## config.mk

```make
export PLATFORM = sky130hd
export DESIGN_NAME = reg_verify_ctrl
export DESIGN_NICKNAME = d
export VERILOG_FILES = /design/src/rtl/reg_verify_ctrl.sv
export SDC_FILE = /design/constraint.sdc
export NUM_CORES = 1
export LEC_CHECK = 0
export ABC_AREA = 1
export CELL_PAD_IN_SITES_DETAIL_PLACEMENT = 1
export CELL_PAD_IN_SITES_GLOBAL_PLACEMENT = 2
export CORE_MARGIN = 2
export CORE_UTILIZATION = 27
export DETAILED_ROUTE_END_ITERATION = 10
export PLACE_DENSITY = 0.86
export SLEW_MARGIN = 20
export SYNTH_ARGS = -nofsm -noshare
export SYNTH_HDL_FRONTEND = slang
export SYNTH_SLANG_ARGS = --single-unit
```

## constraint.sdc

```tcl
create_clock -name clock -period 4.4 [get_ports clock]
set_clock_uncertainty 0.2 [all_clocks]
set_input_delay 0.44 -clock clock [delete_from_list [all_inputs] [get_ports clock]]
set_output_delay 0.44 -clock clock [all_outputs]
set_load 0.03 [all_outputs]
```

## src/rtl/reg_verify_ctrl.sv

```systemverilog
`default_nettype none
// ============================================================================
//  Module   : reg_verify_ctrl
//  Purpose  : On-board register checker. Resets and runs the processor for a
//             programmed number of cycles, then reads r0..r31 through the
//             test-mode rs1 mux, compares each against an expected-value ROM
//             and streams every result on a valid/ready port.
//  Revision : 1.0 - initial release
// ============================================================================
module reg_verify_ctrl #(
  parameter int DATA_W     = 32,
  parameter int CYC_W      = 16,
  parameter int RST_CYCLES = 2
) (
  input  logic              clock,
  input  logic              reset,
  input  logic              start,
  input  logic [CYC_W-1:0]  num_cycles,
  output logic              cpu_reset,
  output logic              test_mode,
  output logic [4:0]        test_reg,
  input  logic [DATA_W-1:0] reg_data,
  output logic [4:0]        exp_addr,
  input  logic [DATA_W-1:0] exp_data,
  output logic              out_valid,
  input  logic              out_ready,
  output logic [4:0]        out_reg,
  output logic [DATA_W-1:0] out_data,
  output logic [DATA_W-1:0] out_exp,
  output logic              out_match,
  output logic              busy,
  output logic              done,
  output logic              pass,
  output logic [5:0]        err_count
);

  localparam logic [CYC_W-1:0] C_RST_LAST = CYC_W'(RST_CYCLES - 1);
  localparam logic [4:0]       C_LAST_REG = 5'd31;

  typedef enum logic [2:0] {
    S_IDLE = 3'd0,
    S_RST  = 3'd1,
    S_RUN  = 3'd2,
    S_READ = 3'd3,
    S_CMP  = 3'd4,
    S_EMIT = 3'd5,
    S_DONE = 3'd6
  } state_t;

  state_t           r_state;
  state_t           w_next;
  logic [CYC_W-1:0] r_cnt;
  logic [CYC_W-1:0] r_num;
  logic [4:0]       r_index;

  // The index addresses both the regfile mux and the ROM, so the two stay
  // aligned and constant for the whole READ/CMP/EMIT of one register.
  assign test_reg = r_index;
  assign exp_addr = r_index;

  // State register.
  always_ff @(posedge clock) begin
    if (reset) r_state <= S_IDLE;
    else       r_state <= w_next;
  end

  // Next-state selection and state-decoded control outputs.
  always_comb begin
    w_next    = r_state;
    cpu_reset = 1'b0;
    test_mode = 1'b0;
    busy      = 1'b1;
    done      = 1'b0;
    pass      = 1'b0;
    case (r_state)
      S_IDLE: begin
        cpu_reset = 1'b1;
        busy      = 1'b0;
        if (start) w_next = S_RST;
      end
      S_RST: begin
        cpu_reset = 1'b1;
        if (r_cnt == C_RST_LAST)
          w_next = (r_num == '0) ? S_READ : S_RUN;
      end
      S_RUN: begin
        if (r_cnt == r_num - CYC_W'(1)) w_next = S_READ;
      end
      S_READ: begin
        test_mode = 1'b1;
        w_next    = S_CMP;
      end
      S_CMP: begin
        test_mode = 1'b1;
        w_next    = S_EMIT;
      end
      S_EMIT: begin
        test_mode = 1'b1;
        if (out_ready) w_next = (r_index == C_LAST_REG) ? S_DONE : S_READ;
      end
      S_DONE: begin
        test_mode = 1'b1;
        busy      = 1'b0;
        done      = 1'b1;
        pass      = (err_count == 6'd0);
        if (start) w_next = S_RST;
      end
      default: begin
        w_next = S_IDLE;
      end
    endcase
  end

  // Counters, register index, result beat and error tally.
  always_ff @(posedge clock) begin
    if (reset) begin
      r_cnt     <= '0;
      r_num     <= '0;
      r_index   <= '0;
      out_valid <= 1'b0;
      out_reg   <= '0;
      out_data  <= '0;
      out_exp   <= '0;
      out_match <= 1'b0;
      err_count <= '0;
    end else begin
      case (r_state)
        S_IDLE, S_DONE: begin
          if (start) begin
            r_num     <= num_cycles;
            r_cnt     <= '0;
            r_index   <= '0;
            err_count <= '0;
          end
        end
        S_RST: begin
          r_cnt <= (r_cnt == C_RST_LAST) ? '0 : r_cnt + CYC_W'(1);
        end
        S_RUN: begin
          r_cnt <= r_cnt + CYC_W'(1);
        end
        S_CMP: begin
          out_valid <= 1'b1;
          out_reg   <= r_index;
          out_data  <= reg_data;
          out_exp   <= exp_data;
          out_match <= (reg_data == exp_data);
        end
        S_EMIT: begin
          if (out_ready) begin
            out_valid <= 1'b0;
            err_count <= err_count + {5'd0, ~out_match};
            if (r_index != C_LAST_REG) r_index <= r_index + 5'd1;
          end
        end
        default: begin
        end
      endcase
    end
  end

endmodule
`default_nettype wire
```

==> reports/metrics.yaml, run 1 <==
status: "completed"
grt_max_degree: 85
dieArea_sq_um: 22100
worstMarginPinSlew_ns: 0.769
syn_inst: 793
design.core.area_sq_um: 20400
maxCapViolations: 0
syn_avg_cell_area_sq_um: 7.13
root_buffer: "clkbuf_16"
finalMaxSlewViolations: 0
max_stage_delay_ns: 0.68
async_flop_share_pct: 0
diodes: 0
insertion_delay_ns: 0.42
pin_count: 176
worstPathRequired_ns: 3.76
antenna_found_initial: 0
wirelength_um: 19900
synth_seq_cells: 117
drive_above_1_share_pct: 6.58
rows: 52
critical_path_buf_inv_count: 2
nFillCells: 2500
start_util_pct: 27.7
p_leak_nw: 3.40
dp_cells: 1210
peakVddDrop_mv: 0.238
grt_pass1_wl_um: 31900
htreeDepth: 4
place_area_sq_um: 7640
clk_path_buf_depth: 2
stdcell_count: 1242
syn_nets: 885
avgRoutedWirePerCell_um: 16.0
timing.critical_path.from_type: "flip-flop"
power_density_nw_per_um2: 504
r2r-start: "r_state[2]"
cts_buffers: 17
place_hpwl_um: 14900
path_clk_slew_ns: 0.05
grt_pass1_vias: 6071
rsz0062_at_grt: "no"
drt-initial-drc-count: 169
crit_cells: 5
synth_ff_type: "dfxtp_1"
syn_area_sq_um: 5660
min_period_ns: 2.83
gp_congestion: 0.779
hp-class: "flip-flop to flip-flop"
reg_top3: "out_data x32, out_exp x32"
crit_start: "r_state[2]"
grt_overflow_total: 0
path_class: "flip-flop to output port"
end_kind: "output port"
ys_warn_count: 0
r2r_slack_ns: 1.86
power_mw: 4.14
post_cts_buffers: 0
ant_nets: 0
io_buffers: 175
crit_slowest_cell: "clkdlybuf4s50_1"
die_w_um: 149
grtUsageTotal_pct: 18.5
tns_ns: 0
timing.fmax_mhz: 353
yosysUniqueCellTypes: 38
clock-sinks: 117
hold_viol_final: 0
die_y_um: 149
nets: 1051
design_area_sq_um: 8200
first_pass_iters: 4
crit_fanout: 9
cts_resized: 0
crit_family: "buffers and inverters"
synth_seq_area_share_pct: 41.4
post-route-period-util_pct: 64.3
setup_violations: 0
setup.worst_path.end: "test_mode"
route.detailed.drc: 0
viasPerCell: 4.59
timing.rr.end: "err_count[5]"
synth-edff-count: 0
reg2reg_depth: 7
cp.arrival_ns: 2.19
path_cells: "nand2_2 -> nor2_4 -> inv_1 -> nand3_1 -> clkdlybuf4s50_1"
area_growth_pct: 45.0
via_count: 5706
cts-hold-fix-buffers: 0
cts_tree: "yes"
slew_headroom_pct: 48.7
-- worst min-delay path: cells and delay by family (launching register included) --
family           cells  cell delay, ns
flip-flops           1            0.33
AO/OA/AOI/OAI        1            0.05
AND/OR/NAND/NOR      1            0.07
-- how the worst min path moves through the flow --
stage | startpoint | to | slack [ns] | cells past startpoint
after detailed placement | r_cnt[6] | r_cnt[7] | 0.29 | 2
after global routing | r_cnt[6] | r_cnt[7] | 0.34 | 2
final | r_cnt[6] | r_cnt[7] | 0.30 | 2
after global placement | out_exp[13] | out_exp[13] | 0.29 | 2
after CTS | r_cnt[6] | r_cnt[7] | 0.30 | 2
after floorplan | r_cnt[6] | r_cnt[7] | 0.25 | 2
-- power by group --
group	internal (mW)	total [mW]	switching, mW
logic	0.552	1.48	0.925
clock network	0.818	1.32	0.505
registers	1.20	1.34	0.139
-- synthesized netlist by cell type (2+ instances only) --
| master | instances | area (sq um) |
|---|---|---|
| a211oi_1 | 6 | 45.0 |
| a21oi_1 | 41 | 205 |
| a31oi_1 | 2 | 12.5 |
| buf_1 | 2 | 7.51 |
| buf_4 | 5 | 37.5 |
| clkbuf_1 | 25 | 93.8 |
| dfxtp_1 | 117 | 2340 |
| ha_1 | 8 | 100 |
| inv_1 | 65 | 244 |
| inv_2 | 4 | 15.0 |
| nand2_1 | 97 | 364 |
| nand2_2 | 4 | 25.0 |
| nand3_1 | 33 | 165 |
| nand3b_1 | 2 | 15.0 |
| nand4_1 | 14 | 87.6 |
| nor2_1 | 187 | 702 |
| nor2_2 | 4 | 25.0 |
| nor2_4 | 2 | 22.5 |
| nor3_1 | 16 | 80.1 |
| nor3_4 | 2 | 32.5 |
| nor4_1 | 3 | 18.8 |
| o21ai_0 | 96 | 480 |
| or2_0 | 2 | 12.5 |
| or2_2 | 6 | 37.5 |
| xnor2_1 | 23 | 201 |
| xor2_1 | 15 | 131 |
-- final cells by class --
class / count / area (sq um) / share of cell area (%)
timing repair buffer: 179 / 1780 / 21.7
tap: 270 / 338 / 4.12
inverter: 70 / 268 / 3.26
clock buffer: 24 / 482 / 5.87
clock inverter: 8 / 75.1 / 0.915
sequential: 117 / 2340 / 28.6
multi-input combinational: 574 / 2920 / 35.5
-- layout by cell type, fill, tap and decap left out, drive strengths merged --
| cell type | n |
|---|---|
| nor2 | 193 |
| clkdlybuf4s50 | 175 |
| dfxtp | 117 |
| nand2 | 101 |
| o21ai | 97 |
| inv | 70 |
| a21oi | 42 |
| nand3 | 34 |
| clkbuf | 24 |
| xnor2 | 23 |
| nor3 | 18 |
| xor2 | 15 |
| nand4 | 15 |
| or2 | 9 |
| ha | 8 |
| a211oi | 6 |
| clkinvlp | 4 |
| buf | 4 |
| nor4 | 3 |
| clkinv | 3 |
| nand3b | 2 |
| a31oi | 2 |
| nor3b | 1 |
| xnor3 | 1 |
| and2 | 1 |
| a22oi | 1 |
| and3 | 1 |
| a21o | 1 |
| bufinv | 1 |
-- per-layer routing --
| layer | global-route usage (%) | up-vias | wire length [um] |
|---|---|---|---|
| li1 | - | 2895 | - |
| met1 | 22.3 | 2667 | 8730 |
| met2 | 30.5 | 127 | 9280 |
| met3 | 7.55 | 17 | 1660 |
| met4 | 5.00 | 0 | 205 |
| met5 | 0 | - | 0 |
-- cell families (layout without fill, tap and decap cells) --
family | Yosys count | after routing | synth area share, %
AND/OR/NAND/NOR | 378 | 378 | 29.3
AO/OA/AOI/OAI | 149 | 149 | 14.1
flip-flops | 117 | 117 | 41.4
buffers and inverters | 102 | 281 | 7.19
XOR/XNOR | 39 | 39 | 6.28
adder cells (fa/ha/maj) | 8 | 8 | 1.77
-- stage by stage --
step	hold WS [ns]	utilization, %	setup WS (ns)
3_5_place_dp	0.294	37.4	1.61
3_3_place_gp	0.293	37.4	1.65
5_1_grt	0.338	40.1	1.39
2_1_floorplan	0.254	-	2.21
4_1_cts	0.301	40.1	1.52
6_report	0.300	40.1	1.57
Power figures use the tool's default switching activity.
==> run 2, diff against run 1 <==
--- a/config.mk
+++ b/config.mk
@@ -9,9 +9,9 @@
 export CELL_PAD_IN_SITES_DETAIL_PLACEMENT = 1
 export CELL_PAD_IN_SITES_GLOBAL_PLACEMENT = 2
 export CORE_MARGIN = 2
-export CORE_UTILIZATION = 27
+export CORE_UTILIZATION = 23
 export DETAILED_ROUTE_END_ITERATION = 10
-export PLACE_DENSITY = 0.86
+export PLACE_DENSITY = 0.78
 export SLEW_MARGIN = 20
 export SYNTH_ARGS = -nofsm -noshare
 export SYNTH_HDL_FRONTEND = slang
==> constraint.sdc (replaced) <==
create_clock -name clock -period 2.6 [get_ports clock]
set_clock_uncertainty 0.2 [all_clocks]
set_input_delay 0.26 -clock clock [delete_from_list [all_inputs] [get_ports clock]]
set_output_delay 0.26 -clock clock [all_outputs]
set_load 0.03 [all_outputs]
==> reports/metrics.yaml, run 2 (same netlist as run 1, synthesis figures left out) <==
status: "completed"
drt-initial-drc-count: 205  # +21%
path_cells: "nand2_2 -> nor2_4 -> inv_1 -> nand3_1 -> dlygate4sd2_1"
gp_congestion: 0.812  # +4.2%
grt.met2_usage_pct: 28.1  # -2.4 points
r2r_slack_ns: 0.25  # -1.61 ns
setup_violations: 0  # unchanged
cts_tree: "yes"
hold_viol_final: 0  # unchanged
post-route-util_pct: 34.8  # -5.3 points
viasPerCell: 4.42  # -3.8%
maxCapViolations: 0  # unchanged
critical_path_buf_inv_count: 2  # unchanged
dieArea_sq_um: 25900  # +17%
use_met3_pct: 6.64  # -0.92 points
crit_fanout: 9  # unchanged
nFillCells: 2983  # +19%
min_period_ns: 2.36
nets: 1063  # +1.1%
place_area_sq_um: 7840  # +2.6%
drive_above_1_share_pct: 8.34  # +1.8 points
layout_common_cells: "nor2_1 (185), clkdlybuf4s50_1 (172), dfxtp_1 (117)"
route.detailed.drc: 0  # unchanged
antenna_found_initial: 0  # unchanged
first_pass_iters: 4  # unchanged
avgRoutedWirePerCell_um: 15.6  # -2.4%
io_buffers: 175  # unchanged
power_mw: 7.28  # +76%
grt_pass1_wl_um: 33000  # +3.2%
timing.critical_path.from_type: "flip-flop"
cts_buffers: 17  # unchanged
via_count: 5778  # +1.3%
hp-class: "primary input to flip-flop"
pin_count: 176  # unchanged
post-route-period-util_pct: 90.7
grtUsageTotal_pct: 16.1  # -2.4 points
place_ws_ns: 0.218  # -1.39 ns
wirelength_um: 20400  # +2.7%
timing.fmax_mhz: 424
die_w_um: 161  # +8.1%
whs_ns: 0.236  # -0.0637 ns
root_buffer: "clkbuf_16"
post_cts_buffers: 0  # unchanged
layout_commonest_cell: "nor2_1"
path_clk_slew_ns: 0.06  # about the same
end_kind: "output port"
cp.arrival_ns: 1.90  # -0.29 ns
slew_headroom_pct: 64.1  # +15 points
rows: 57  # +9.6%
worstPathRequired_ns: 2.14  # -1.62 ns
place_hpwl_um: 15600  # +4.5%
peakVddDrop_mv: 0.429  # +81%
diodes: 0  # unchanged
clk_path_buf_depth: 2  # unchanged
worstMarginPinSlew_ns: 0.538  # -0.231 ns
area_growth_pct: 49.4
insertion_delay_ns: 0.41  # about the same
ant_nets: 0  # unchanged
tns_ns: 0  # unchanged
p_leak_nw: 3.52  # +3.3%
grt_max_degree: 70  # -18%
crit_family: "simple AND/OR/NAND/NOR gates"
grt_overflow_total: 0  # unchanged
grt.met1_usage_pct: 18.3  # -4.1 points
finalMaxSlewViolations: 0  # unchanged
dp_cells: 1276  # +5.5%
power_density_nw_per_um2: 862  # +71%
die_y_um: 161  # +8.1%
max_stage_delay_ns: 0.47  # -0.21 ns
grt_pass1_vias: 6094  # +0.38%
reg_top3: "out_data x32, out_exp x32"
stdcell_count: 1307  # +5.2%
htreeDepth: 4  # unchanged
layout_setup_ws_ns: 0.241  # -1.33 ns
crit_slowest_cell: "dfxtp_1"
rsz0062_at_grt: "no"
clock-sinks: 117  # unchanged
design_area_sq_um: 8450  # +3.0%
path_class: "flip-flop to output port"
start_util_pct: 23.3  # -4.4 points
design.core.area_sq_um: 24200  # +19%
busiest_layer: "met2"
run 2: cell count changes in the layout (fill, tap and decap cells not counted), sizes merged:
cell,change
clkinvlp,-1
dlymetal6s2s,+1
inv,+3
buf,+12
bufinv,+2
clkdlybuf4s50,-3
clkinv,+2
clkbuf,-7
dlygate4sd2,+2
run 2: repair_timing:
action | in CTS | in global routing
gates cloned | 0 | 0
setup endpoints to repair | 2 | 4
hold buffers | 0 | 0
gates resized for setup | 2 | 4
run 2: layout make-up:
| class | count | area [sq um] | share of cell area, % |
|---|---|---|---|
| well taps | 324 | 405 | 4.80 |
| repair buffers | 191 | 1910 | 22.6 |
| inverters | 70 | 268 | 3.17 |
| clock inverters | 14 | 179 | 2.12 |
| clock buffers | 17 | 425 | 5.03 |
| multi-input cells | 574 | 2920 | 34.6 |
| flip-flops and latches | 117 | 2340 | 27.7 |
run 2: path summary, 6_finish.rpt:
check,depth (start not counted),to,startpoint
worst max-delay path,5,test_mode,r_state[2]
worst min-delay path,3,out_data[14],reg_data[14]
worst max register to register,13,r_state[1],r_num[1]
worst min register to register,2,r_cnt[7],r_cnt[6]
run 2: where the power goes:
group | switching (mW) | total (mW) | internal [mW]
Clock | 0.939 | 2.45 | 1.51
Sequential | 0.224 | 2.25 | 2.02
Combinational | 1.61 | 2.58 | 0.970
run 2: per-layer routing:
layer / part of all wire (%) / wire, um
met5: 0 / 0
met3: 8.0 / 1640
met2: 48 / 9800
met1: 43 / 8760
met4: 0.99 / 202
run 2: tightest hold or removal path: cells and delay by family:
| kind | cells | cell delay (ns) |
|---|---|---|
| compound gates | 1 | 0.06 |
| buf+inv | 2 | 0.48 |
